**src/rtl/hs_lane_serializer.sv**
```systemverilog
// Multi-lane HS serializer: a word FIFO feeds a 4-phase shifter that emits one bit-pair per lane per clock.
// Latency: 1 clk from FIFO write to pair 0. Byte_ready drops while the FIFO is full. A started byte always completes.
module hs_lane_serializer #(
  parameter int LANES     = 2,
  parameter int DEPTH     = 4,
  parameter int MSB_FIRST = 0
) (
  input  logic                         TX_DDR_clk,
  input  logic                         TX_rst,
  input  logic                         Enable,
  input  logic [LANES*8-1:0]           TX_BYTE_DATA,
  input  logic                         Byte_valid,
  output logic                         Byte_ready,
  output logic [LANES-1:0]             Serial_B1,
  output logic [LANES-1:0]             Serial_B2,
  output logic                         Busy,
  output logic [$clog2(DEPTH+1)-1:0]   Fill_level
);

  localparam int AW = $clog2(DEPTH);
  localparam int CW = $clog2(DEPTH+1);
  localparam int W  = LANES * 8;
  localparam logic [CW-1:0] FULL_CNT = CW'(DEPTH);

  typedef enum logic {ST_IDLE, ST_SHIFT} state_t;

  state_t          r_state;
  logic [1:0]      r_phase;
  logic [W-1:0]    r_word;
  logic [W-1:0]    r_mem [DEPTH];
  logic [AW-1:0]   r_wr_ptr;
  logic [AW-1:0]   r_rd_ptr;
  logic [CW-1:0]   r_count;
  logic [LANES-1:0] r_b1;
  logic [LANES-1:0] r_b2;

  state_t          w_state_nxt;
  logic [1:0]      w_phase_nxt;
  logic [W-1:0]    w_word_nxt;
  logic [W-1:0]    w_src;
  logic [1:0]      w_k;
  logic            w_push;
  logic            w_pop;
  logic            w_emit;
  logic [LANES-1:0] w_b1_nxt;
  logic [LANES-1:0] w_b2_nxt;

  // Returns {later, earlier} bit of pair k; MSB-first is LSB-first on the bit-reversed byte.
  function automatic logic [1:0] f_pair(input logic [7:0] b, input logic [1:0] k);
    logic [7:0] v;
    v = b;
    if (MSB_FIRST != 0) begin
      for (int j = 0; j < 8; j++) v[j] = b[7-j];
    end
    return {v[{k, 1'b1}], v[{k, 1'b0}]};
  endfunction

  assign Byte_ready = (r_count != FULL_CNT);
  assign w_push     = Byte_valid && Byte_ready;
  assign Serial_B1  = r_b1;
  assign Serial_B2  = r_b2;
  assign Busy       = (r_state == ST_SHIFT);
  assign Fill_level = r_count;

  always_comb begin
    w_state_nxt = r_state;
    w_phase_nxt = r_phase;
    w_word_nxt  = r_word;
    w_src       = r_word;
    w_k         = r_phase;
    w_pop       = 1'b0;
    w_emit      = 1'b0;
    w_b1_nxt    = '0;
    w_b2_nxt    = '0;

    if ((r_state == ST_IDLE || r_phase == 2'd0) && Enable && r_count != '0) begin
      w_pop       = 1'b1;
      w_emit      = 1'b1;
      w_src       = r_mem[r_rd_ptr];
      w_word_nxt  = r_mem[r_rd_ptr];
      w_k         = 2'd0;
      w_phase_nxt = 2'd1;
      w_state_nxt = ST_SHIFT;
    end else if (r_state == ST_SHIFT && r_phase != 2'd0) begin
      w_emit      = 1'b1;
      w_phase_nxt = r_phase + 2'd1;
    end else begin
      w_phase_nxt = 2'd0;
      w_state_nxt = ST_IDLE;
    end

    if (w_emit) begin
      for (int l = 0; l < LANES; l++) begin
        {w_b2_nxt[l], w_b1_nxt[l]} = f_pair(w_src[8*l +: 8], w_k);
      end
    end
  end

  always_ff @(posedge TX_DDR_clk or posedge TX_rst) begin
    if (TX_rst) begin
      r_state  <= ST_IDLE;
      r_phase  <= 2'd0;
      r_word   <= '0;
      r_b1     <= '0;
      r_b2     <= '0;
      r_wr_ptr <= '0;
      r_rd_ptr <= '0;
      r_count  <= '0;
    end else begin
      r_state  <= w_state_nxt;
      r_phase  <= w_phase_nxt;
      r_word   <= w_word_nxt;
      r_b1     <= w_b1_nxt;
      r_b2     <= w_b2_nxt;
      if (w_push) r_wr_ptr <= r_wr_ptr + AW'(1);
      if (w_pop)  r_rd_ptr <= r_rd_ptr + AW'(1);
      if (w_push && !w_pop)      r_count <= r_count + CW'(1);
      else if (w_pop && !w_push) r_count <= r_count - CW'(1);
    end
  end

  // Storage needs no reset: pointers and count define what is valid.
  always_ff @(posedge TX_DDR_clk) begin
    if (w_push) r_mem[r_wr_ptr] <= TX_BYTE_DATA;
  end

endmodule

```
**config.mk**
```make
export PLATFORM = sky130hd
export DESIGN_NAME = hs_lane_serializer
export DESIGN_NICKNAME = d
export VERILOG_FILES = /design/src/rtl/hs_lane_serializer.sv
export SDC_FILE = /design/constraint.sdc
export NUM_CORES = 1
export LEC_CHECK = 0
export BUFFER_PORTS_ARGS = -buffer_cell sky130_fd_sc_hd__buf_2
export CAP_MARGIN = 20
export CORE_MARGIN = 5
export CORE_UTILIZATION = 54
export CTS_CLUSTER_SIZE = 30
export DETAILED_ROUTE_END_ITERATION = 7
export GPL_ROUTABILITY_DRIVEN = 0
export PLACE_DENSITY = 0.73
export SYNTH_ARGS = -nofsm -noshare
export SYNTH_HDL_FRONTEND = slang
export SYNTH_SLANG_ARGS = --single-unit
```
**constraint.sdc**
```tcl
create_clock -name TX_DDR_clk -period 7.3 [get_ports TX_DDR_clk]
set_input_delay 0.73 -clock TX_DDR_clk [delete_from_list [all_inputs] [get_ports TX_DDR_clk]]
set_output_delay 0.73 -clock TX_DDR_clk [all_outputs]
set_load 0.05 [all_outputs]
```
* Yosys cells after proc, flatten, opt, wreduce, memory -nomap -nowiden
Memories as Yosys holds them, arrays and structs flattened.
Index checks and enable logic that the tools add are counted.
** Word-level totals
- Bits in writable memories :: 64
- Word-level logic and storage cells :: 55
- Flip-flop bits (word level) :: 30
- Memories :: 1
- Output and inout bits :: 9
** Cells by class
- Multiplexer cells :: 23
- Eq/ne operators :: 2
- Reductions and logical operators :: 13
- Bitwise operators :: 1
- $lt $le $gt $ge :: 2
- $add $sub $neg :: 5
** Memory list
- r_mem :: words 4, bits a word 16, read ports 1, clocked after Yosys merged registers in 0, write ports 1, RTL line 30 : logic [W-1:0] r_mem [DEPTH];
** Operators with widths (count)
- $mux 16 :: 1
- $mux 1 :: 11
- $mux 2 :: 5
- $bmux 1 s2 :: 4
- $lt 3x4->1 const B :: 2
- $add 2x1->2 const B :: 3
- $logic_and 1x1->1 :: 6
- $mux 3 :: 2
- $reduce_bool 2->1 :: 2
- $add 3x1->3 const B :: 1
- $ne 3x3->1 const B :: 1
- $reduce_bool 3->1 :: 1
- $sub 3x1->3 const B :: 1
- $logic_not 1->1 :: 2
- $logic_not 2->1 :: 1
- $ne 2x2->1 const B :: 1
- $logic_or 1x1->1 :: 1
- $not 1->1 :: 1

* Depth between registers and ports, before layout
Gate-level depths: netlist (run 1).
- Depth after elaboration :: 8
- Mapped depth :: 13
- Mapped depth without buffers :: 10

* Worst setup path before layout (run 1)
No wires, ideal clock.
- Kind :: flip-flop to flip-flop
- Start point :: register r_count[0], in the netlist Fill_level[0]
- End point :: register r_count[2], in the netlist Fill_level[2]
- Stages on the path, launching flop included :: 10
- Library setup time :: 82 ps
- Required time :: 7218 ps
- Path slack :: 4865 ps
- Data arrival time :: 2352 ps
- Cells stage by stage :: dfrtp_1 o31a_2 nand2_4 buf_6 ha_1 inv_1 fa_1 xor2_1 nor2_1 xor2_1
** On the way
- Word-level cells in the longest chain between the ends :: 6
- Elaborated cells between the ends (all ways) :: 14
- Those cells by class :: 2 x add/sub; 1 x eq/ne; 3 x mux; 8 x reduce/logical
** Ends and longest elaborated chain
- from (decl) :: RTL line 33 : logic [CW-1:0] r_count;
- from (signal assigned) :: RTL line 117 : if (w_push && !w_pop) r_count <= r_count + CW'(1);
- from (signal assigned) :: RTL line 118 : else if (w_pop && !w_push) r_count <= r_count - CW'(1);
- parallel branches: the longest is 6 deep, another holds $sub 3x1->3
Parallel ways; which one is timed is not known. The select of a mux whose other input is x is not followed.
A chain may end at the register's enable or synchronous reset.

* Final worst setup path (run 1)
- Start point :: register r_phase[0]
- End point :: register r_count[2], in the netlist Fill_level[2]
** On the way
- Word-level cells in the longest chain between the ends :: 8
- Elaborated cells between the ends (all ways) :: 10
- Those cells by class :: 2 x mux; 8 x reduce/logical
** Ends and longest elaborated chain
- from (decl) :: RTL line 28 : logic [1:0] r_phase;
- from (signal assigned) :: RTL line 111 : r_phase <= w_phase_nxt;
- $logic_not 2->1 (*) :: RTL line 76 : if ((r_state == ST_IDLE || r_phase == 2'd0) && Enable && r_count != '0) begin
- $logic_or 1x1->1 (*) :: RTL line 76
- $logic_and 1x1->1 (*) (2 in series) :: RTL line 76
- $mux 1 (*) :: RTL line 76
- $logic_not 1->1 :: RTL line 117
- $logic_and 1x1->1 :: RTL line 117
- $mux 3 or $reduce_bool 2->1 (tied branches)
Mark *: on every way between the ends. The rest lies on a longest branch, timed or not.

==> results of run 1 <==
## through the flow
stage | cells | util | cell area [µm²]
floorplan | 187 | - | 3730
global placement | 288 | 0.578 | 3910
detailed placement | 289 | 0.582 | 3930
CTS | 305 | 0.610 | 4120
global route | 306 | 0.613 | 4140
finish | 306 | 0.613 | 4140
## power by group through the flow
stage          Clock, W  Sequential, W  Combinational [W]
2_1_floorplan         0       0.000866           0.000446
3_3_place_gp          0       0.000870           0.000547
3_5_place_dp          0       0.000877           0.000559
4_1_cts        0.000340       0.000865           0.000563
5_1_grt        0.000363       0.000870           0.000627
6_report       0.000335       0.000847           0.000574
## cell families after synthesis
kind of cell / Yosys count / synth area share
mux: 34 / 0.168
flops: 94 / 0.717
buf+inv: 19 / 0.0289
fa+ha+maj: 7 / 0.0255
xor+xnor: 6 / 0.0141
compound gates: 12 / 0.0235
simple gates: 15 / 0.0228
## layout make-up
class,count,area [µm²],share of cell area
Clock buffer,12,145,0.0351
Clock inverter,4,46.3,0.0112
Inverter,12,45.0,0.0109
Multi-Input combinational cell,74,947,0.229
Sequential cell,94,2670,0.646
Tap cell,80,100,0.0242
Timing Repair Buffer,30,183,0.0441
## placed cells by master (no fill, tap or decap), types with 2 or more instances in the layout
cell,instances
clkinv_1,2
edfxtp_1,64
a21oi_1,2
nor2_1,2
xnor2_1,4
mux4_2,15
xor2_1,2
dfrtp_1,30
and2_1,4
nand3_1,5
buf_2,28
ha_1,6
mux4_1,5
mux2_2,14
clkbuf_8,10
clkbuf_1,2
o21ai_0,4
inv_1,12
a21bo_2,4
## registers in the layout, indices dropped and copies added (netlist names)
signal,count
Serial_B1,2
Fill_level,3
r_rd_ptr,2
r_wr_ptr,2
Serial_B2,2
r_word,16
Busy,1
r_mem,64
r_phase,2
## per-layer routing
metal	GRT usage	wire length [µm]	vias to the layer above
li1	-	-	790
met1	0.203	2560	890
met2	0.235	2920	39
met3	0.0418	282	13
met4	0.0733	132	0
met5	0	0	-
## final timing paths
kind / startpoint / to
setup / recovery: r_phase[0] / Fill_level[2]
hold reg to reg: r_word[0] / r_word[0]
max in group asynchronous: TX_rst / r_word[13]
hold / removal: TX_rst / Busy
setup reg to reg: r_phase[0] / Fill_level[2]
min in group TX_DDR_clk: r_word[0] / r_word[0]
==> results.sh, run 1 <==
export IMPL_clkTransAtPathRegs_ns=0.09
export IMPL_io_buffers=28
export IMPL_p_clk_frac=0.191
export IMPL_grt_overflow=0
export IMPL_setup_viol=0
export IMPL_tritoncts="yes"
export IMPL_wl_per_cell_um=19.3
export IMPL_first_pass_iters=4
export IMPL_finalWirelength_um=5890
export IMPL_via_per_inst=5.66
export IMPL_required_ns=7.58
export IMPL_crit_path_end_kind="flop"
export IMPL_syn_area_per_cell_um2=19.9
export IMPL_crit_path_max_incr_delay_ns=0.53
export IMPL_drv_cap=0
export IMPL_worst_slew_margin_rel=0.387
export IMPL_ys_types=25
export IMPL_p_comb_frac=0.327
export IMPL_cp_num_buf_inv=2
export IMPL_seqPwrFrac=0.483
export IMPL_areaGrowthSynthToFinish_pct=11.0
export IMPL_slew_violations=0
export IMPL_cpLargestDelayFamily="adder cells"
export IMPL_core_rowCount=30
export IMPL_ys_top_cells_by_count="edfxtp_1, dfrtp_1, mux4_2"
export IMPL_path_cells="inv_1, ha_1, nand2b_1, nand2_4, ha_1, inv_1, fa_1, xor2_1, nor2_1, xor2_1"
export IMPL_clk_latency_ns=0.36
export IMPL_fin_crit_ns=2.61
export IMPL_timing_final_ws_setup_ns=4.69
export IMPL_critical_path_max_fanout=19
export IMPL_synth_seq_cells=94
export IMPL_synth_area_top_cells="edfxtp_1, dfrtp_1, mux4_2"
export IMPL_r2r_setup_slack_ns=4.69
export IMPL_cp_slowest_cell="dfrtp_1"
export IMPL_dieArea_um2=8660
export IMPL_p_leak_nw=1.58
export IMPL_irDropWorstVdd_uv=148
export IMPL_fin_nets=248
export IMPL_cts_root_buf="clkbuf_8"
export IMPL_path_depth=10
export IMPL_route_detailed_drc=0
export IMPL_r2r_worst_path_cells=10
export IMPL_grt_pass1_wl_um=9650
export IMPL_ctsResizeCount=0
export IMPL_ys_seq_area_frac=0.717
export IMPL_critPathArrivalTime_ns=2.89
export IMPL_dominantRegCellSynth="edfxtp_1"
export IMPL_htreeDepth=3
export IMPL_diodes=0
export IMPL_initialDrtViolationCount=79
export IMPL_hold_buffers=0
export IMPL_status="completed"
export IMPL_io_pins=29
export IMPL_p_int_w=0.00118
export IMPL_tns_ns=0
export IMPL_fillCellCount=488
export IMPL_hold_slack_ns=0.435
export IMPL_synth_edf_count=64
export IMPL_cts_buffer_depth=2
export IMPL_tightest_slew_ns=0.919
export IMPL_start_util=0.552
export IMPL_period_share=0.357
export IMPL_synthMostInstantiatedCell="edfxtp_1"
export IMPL_grt_max_degree=20
export IMPL_via_count=1732
export IMPL_syn_area_um2=3730
export IMPL_cp_start_kind="flop"
export IMPL_syn_num_nets=214
export IMPL_drive_gt1_frac=0.341
export IMPL_swShare=0.326
export IMPL_syn_inst=187
export IMPL_skew_ns=0.00837
export IMPL_grt_util_all_layers=0.153
export IMPL_ys_warn_count=0
export IMPL_antenna_found_initial=0
export IMPL_die_h_um=93.1
export IMPL_grt_pass1_vias=1798
export IMPL_drtAntennaViolNets=0
export IMPL_hold_path_class="input pin to async pin"
export IMPL_fmax_mhz=384
export IMPL_async_flop_share=0.319
export IMPL_rsz0062_at_grt="no"
export IMPL_p_total_w=0.00176
export IMPL_power_density_nw_per_um2=424
export IMPL_dieWidth_um=93.1
export IMPL_coreArea_um2=6760
export IMPL_p_switching_w=0.000572
export IMPL_hold_violations=0
export IMPL_numCtsBuffers=9
export IMPL_path_class="flop to flop"
export IMPL_dpl_hpwl_um=3750
export IMPL_post_synth_top_area_cell="edfxtp_1"
export IMPL_synth_top_area_frac=0.516
export IMPL_clkSinkCount=94
export IMPL_post_cts_buffers=0
export IMPL_dpl_worst_slack_ns=4.71
No activity file was read; power rests on OpenSTA's default activity.
==> inputs of run 2 (changes only) <==
--- a/config.mk
+++ b/config.mk
@@ -5,6 +5,7 @@
 export SDC_FILE = /design/constraint.sdc
 export NUM_CORES = 1
 export LEC_CHECK = 0
+export ABC_AREA = 1
 export BUFFER_PORTS_ARGS = -buffer_cell sky130_fd_sc_hd__buf_2
 export CAP_MARGIN = 20
 export CORE_MARGIN = 5
@@ -12,7 +13,7 @@
 export CTS_CLUSTER_SIZE = 30
 export DETAILED_ROUTE_END_ITERATION = 7
 export GPL_ROUTABILITY_DRIVEN = 0
-export PLACE_DENSITY = 0.73
+export PLACE_DENSITY = 0.76
 export SYNTH_ARGS = -nofsm -noshare
 export SYNTH_HDL_FRONTEND = slang
 export SYNTH_SLANG_ARGS = --single-unit
==> constraint.sdc (replaced) <==
create_clock -name TX_DDR_clk -period 2.09 [get_ports TX_DDR_clk]
set_input_delay 0.209 -clock TX_DDR_clk [delete_from_list [all_inputs] [get_ports TX_DDR_clk]]
set_output_delay 0.209 -clock TX_DDR_clk [all_outputs]
set_load 0.05 [all_outputs]
==> results.sh, run 2 <==
export IMPL_hold_path_class="input pin to flop"
export IMPL_setup_viol=0
export IMPL_ys_top_cells_by_count="nand2_1, edfxtp_1, nand3_1"
export IMPL_wl_per_cell_um=14.5
export IMPL_p_leak_nw=1.92
export IMPL_r2r_end="Fill_level[2]"
export IMPL_syn_area_um2=3980
export IMPL_seqPwrFrac=0.400
export IMPL_post_synth_top_area_cell="edfxtp_1"
export IMPL_r2r_start="r_phase[1]"
export IMPL_critPathArrivalTime_ns=2.10
export IMPL_p_comb_frac=0.375
export IMPL_largest_reg_flops=64
export IMPL_r2r_setup_slack_ns=0.28
export IMPL_synth_area_top_cells="edfxtp_1, dfrtp_1, nand2_1"
export IMPL_cp_start_kind="flop"
export IMPL_rsz0062_at_grt="no"
export IMPL_cts_buffer_depth=2
export IMPL_grt_busiest_layer="met2"
export IMPL_ys_warn_count=0
export IMPL_fin_crit_ns=1.81
export IMPL_grt_pass1_wl_um=11800
export IMPL_coreArea_um2=7210
export IMPL_fin_nets=413
export IMPL_die_h_um=95.8
export IMPL_final_cell_mix="nand2_1, edfxtp_1, nand3_1, inv_1, buf_2"
export IMPL_ys_types=26
export IMPL_top_register="r_mem"
export IMPL_areaGrowthSynthToFinish_pct=13.7
export IMPL_diodes=0
export IMPL_use_met3=0.0399
export IMPL_synthMostInstantiatedCell="nand2_1"
export IMPL_clkSinkCount=94
export IMPL_irDropWorstVdd_uv=611
export IMPL_p_switching_w=0.00261
export IMPL_route_detailed_drc=0
export IMPL_critical_path_max_fanout=5
export IMPL_grt_overflow=0
export IMPL_cts_root_buf="clkbuf_8"
export IMPL_clk_latency_ns=0.36
export IMPL_ctsResizeCount=0
export IMPL_syn_num_nets=379
export IMPL_dominantRegCellSynth="edfxtp_1"
export IMPL_p_total_w=0.00686
export IMPL_r2r_worst_path_cells=12
export IMPL_drv_cap=0
export IMPL_layout_commonest_cell="nand2_1"
export IMPL_p_int_w=0.00425
export IMPL_swShare=0.380
export IMPL_dieArea_um2=9180
export IMPL_synth_top_area_frac=0.483
export IMPL_p_clk_frac=0.225
export IMPL_via_per_inst=5.10
export IMPL_syn_area_per_cell_um2=11.3
export IMPL_status="completed"
export IMPL_synth_edf_count=64
export IMPL_period_share=0.868
export IMPL_dieWidth_um=95.8
export IMPL_use_met2=0.277
export IMPL_grt_util_met1=0.225
export IMPL_io_pins=29
export IMPL_async_flop_share=0.319
export IMPL_path_class="flop to flop"
export IMPL_skew_ns=0.00930
export IMPL_tns_ns=0
export IMPL_drive_gt1_frac=0.212
export IMPL_crit_path_end_kind="flop"
export IMPL_numCtsBuffers=9
export IMPL_ys_seq_area_frac=0.672
export IMPL_power_density_nw_per_um2=1520
export IMPL_worst_slew_margin_rel=0.640
export IMPL_hold_violations=0
export IMPL_synth_seq_cells=94
export IMPL_io_buffers=28
export IMPL_dpl_hpwl_um=4420
export IMPL_first_pass_iters=4
export IMPL_clkTransAtPathRegs_ns=0.10
export IMPL_antenna_found_initial=0
export IMPL_endpoint="Fill_level[2]"
export IMPL_cp_startpoint="r_phase[1]"
export IMPL_tightest_slew_ns=0.540
export IMPL_required_ns=2.37
export IMPL_grt_util_all_layers=0.174
export IMPL_tritoncts="yes"
export IMPL_via_count=2498
export IMPL_initialDrtViolationCount=171
export IMPL_fmax_mhz=551
export IMPL_drtAntennaViolNets=0
export IMPL_start_util=0.551
export IMPL_grt_pass1_vias=2465
export IMPL_syn_inst=352
export IMPL_finalWirelength_um=7100
export IMPL_slew_violations=0
export IMPL_grt_max_degree=36
export IMPL_core_rowCount=31
export IMPL_htreeDepth=3
==> run 2: cell count changes after synthesis, sizes merged, moves of 6 or more <==
cell,before,now
buf,7,13
mux4,20,0
nor2,2,23
nand2,2,94
inv,12,36
o21ai,4,21
mux2,14,0
nand3,5,46
==> run 2: timing repair <==
action,4_1_cts,5_1_grt
hold buffers,1,0
hold endpoints to repair,30,0
setup buffers,0,0
==> run 2: cell type report <==
type,count,area (µm²)
inverters,36,135
multi-input cells,207,1100
well taps,99,124
clock inverters,7,145
fillers,583,2690
repair buffers,38,218
clock buffers,9,124
flip-flops and latches,94,2680
==> run 2: cells by family (layout without fill, tap and decap cells) <==
| kind of cell | after synthesis | in the layout | share of synthesized area |
|---|---|---|---|
| AOI/OAI and AO/OA | 32 | 32 | 0.0437 |
| DFF | 94 | 94 | 0.672 |
| adders and majority gates | 7 | 7 | 0.0239 |
| xor gates and xnor gates | 5 | 5 | 0.0110 |
| and+or+nand+nor | 163 | 163 | 0.188 |
| buffers and inverters | 51 | 90 | 0.0613 |
==> run 2: power by group through the flow <==
| stage | sequential [W] | clock [W] | combinational, W |
|---|---|---|---|
| after floorplan | 0.00299 | 0 | 0.00186 |
| after global placement | 0.00277 | 0 | 0.00251 |
| after global routing | 0.00279 | 0.00165 | 0.00293 |
| after CTS | 0.00275 | 0.00157 | 0.00262 |
| after detailed placement | 0.00279 | 0 | 0.00259 |
| final | 0.00275 | 0.00154 | 0.00257 |
==> run 2: per-layer routing <==
metal / vias up / wire length, µm
met5: - / 0
li1: 1240 / -
met1: 1182 / 3220
met3: 13 / 337
met4: 0 / 139
met2: 63 / 3400
==> run 2: stage by stage <==
stage,utilization,area (µm²),hold slack (ns),setup WS [ns],instances
global route,0.627,4520,0.0450,0.138,490
detailed placement,0.588,4240,0.299,0.281,473
floorplan,-,4040,0.300,0.0118,352
global placement,0.588,4240,0.295,0.325,473
CTS,0.627,4520,0.0470,0.266,490
finish,0.627,4520,0.0600,0.276,490
==> run 2: worst min-delay path by stage <==
stage	end	cells past startpoint	startpoint	slack, ns
after global placement	Busy	3	TX_rst	0.30
after detailed placement	Busy	3	TX_rst	0.30
after floorplan	Busy	1	TX_rst	0.30
after global routing	r_mem[1][15]	1	TX_BYTE_DATA[15]	0.05
after CTS	r_mem[2][15]	1	TX_BYTE_DATA[15]	0.05
final	r_mem[2][15]	1	TX_BYTE_DATA[15]	0.06
==> run 2: critical path, cell delays in order, from the launching register on <==
cell,delay (ns)
dfrtp_1,0.43
inv_1,0.06
ha_1,0.18
inv_2,0.06
nand2_4,0.07
nand3_4,0.10
ha_4,0.12
inv_2,0.04
fa_2,0.35
nor2_1,0.09
nor2_1,0.04
nand2_1,0.06
xor2_1,0.14
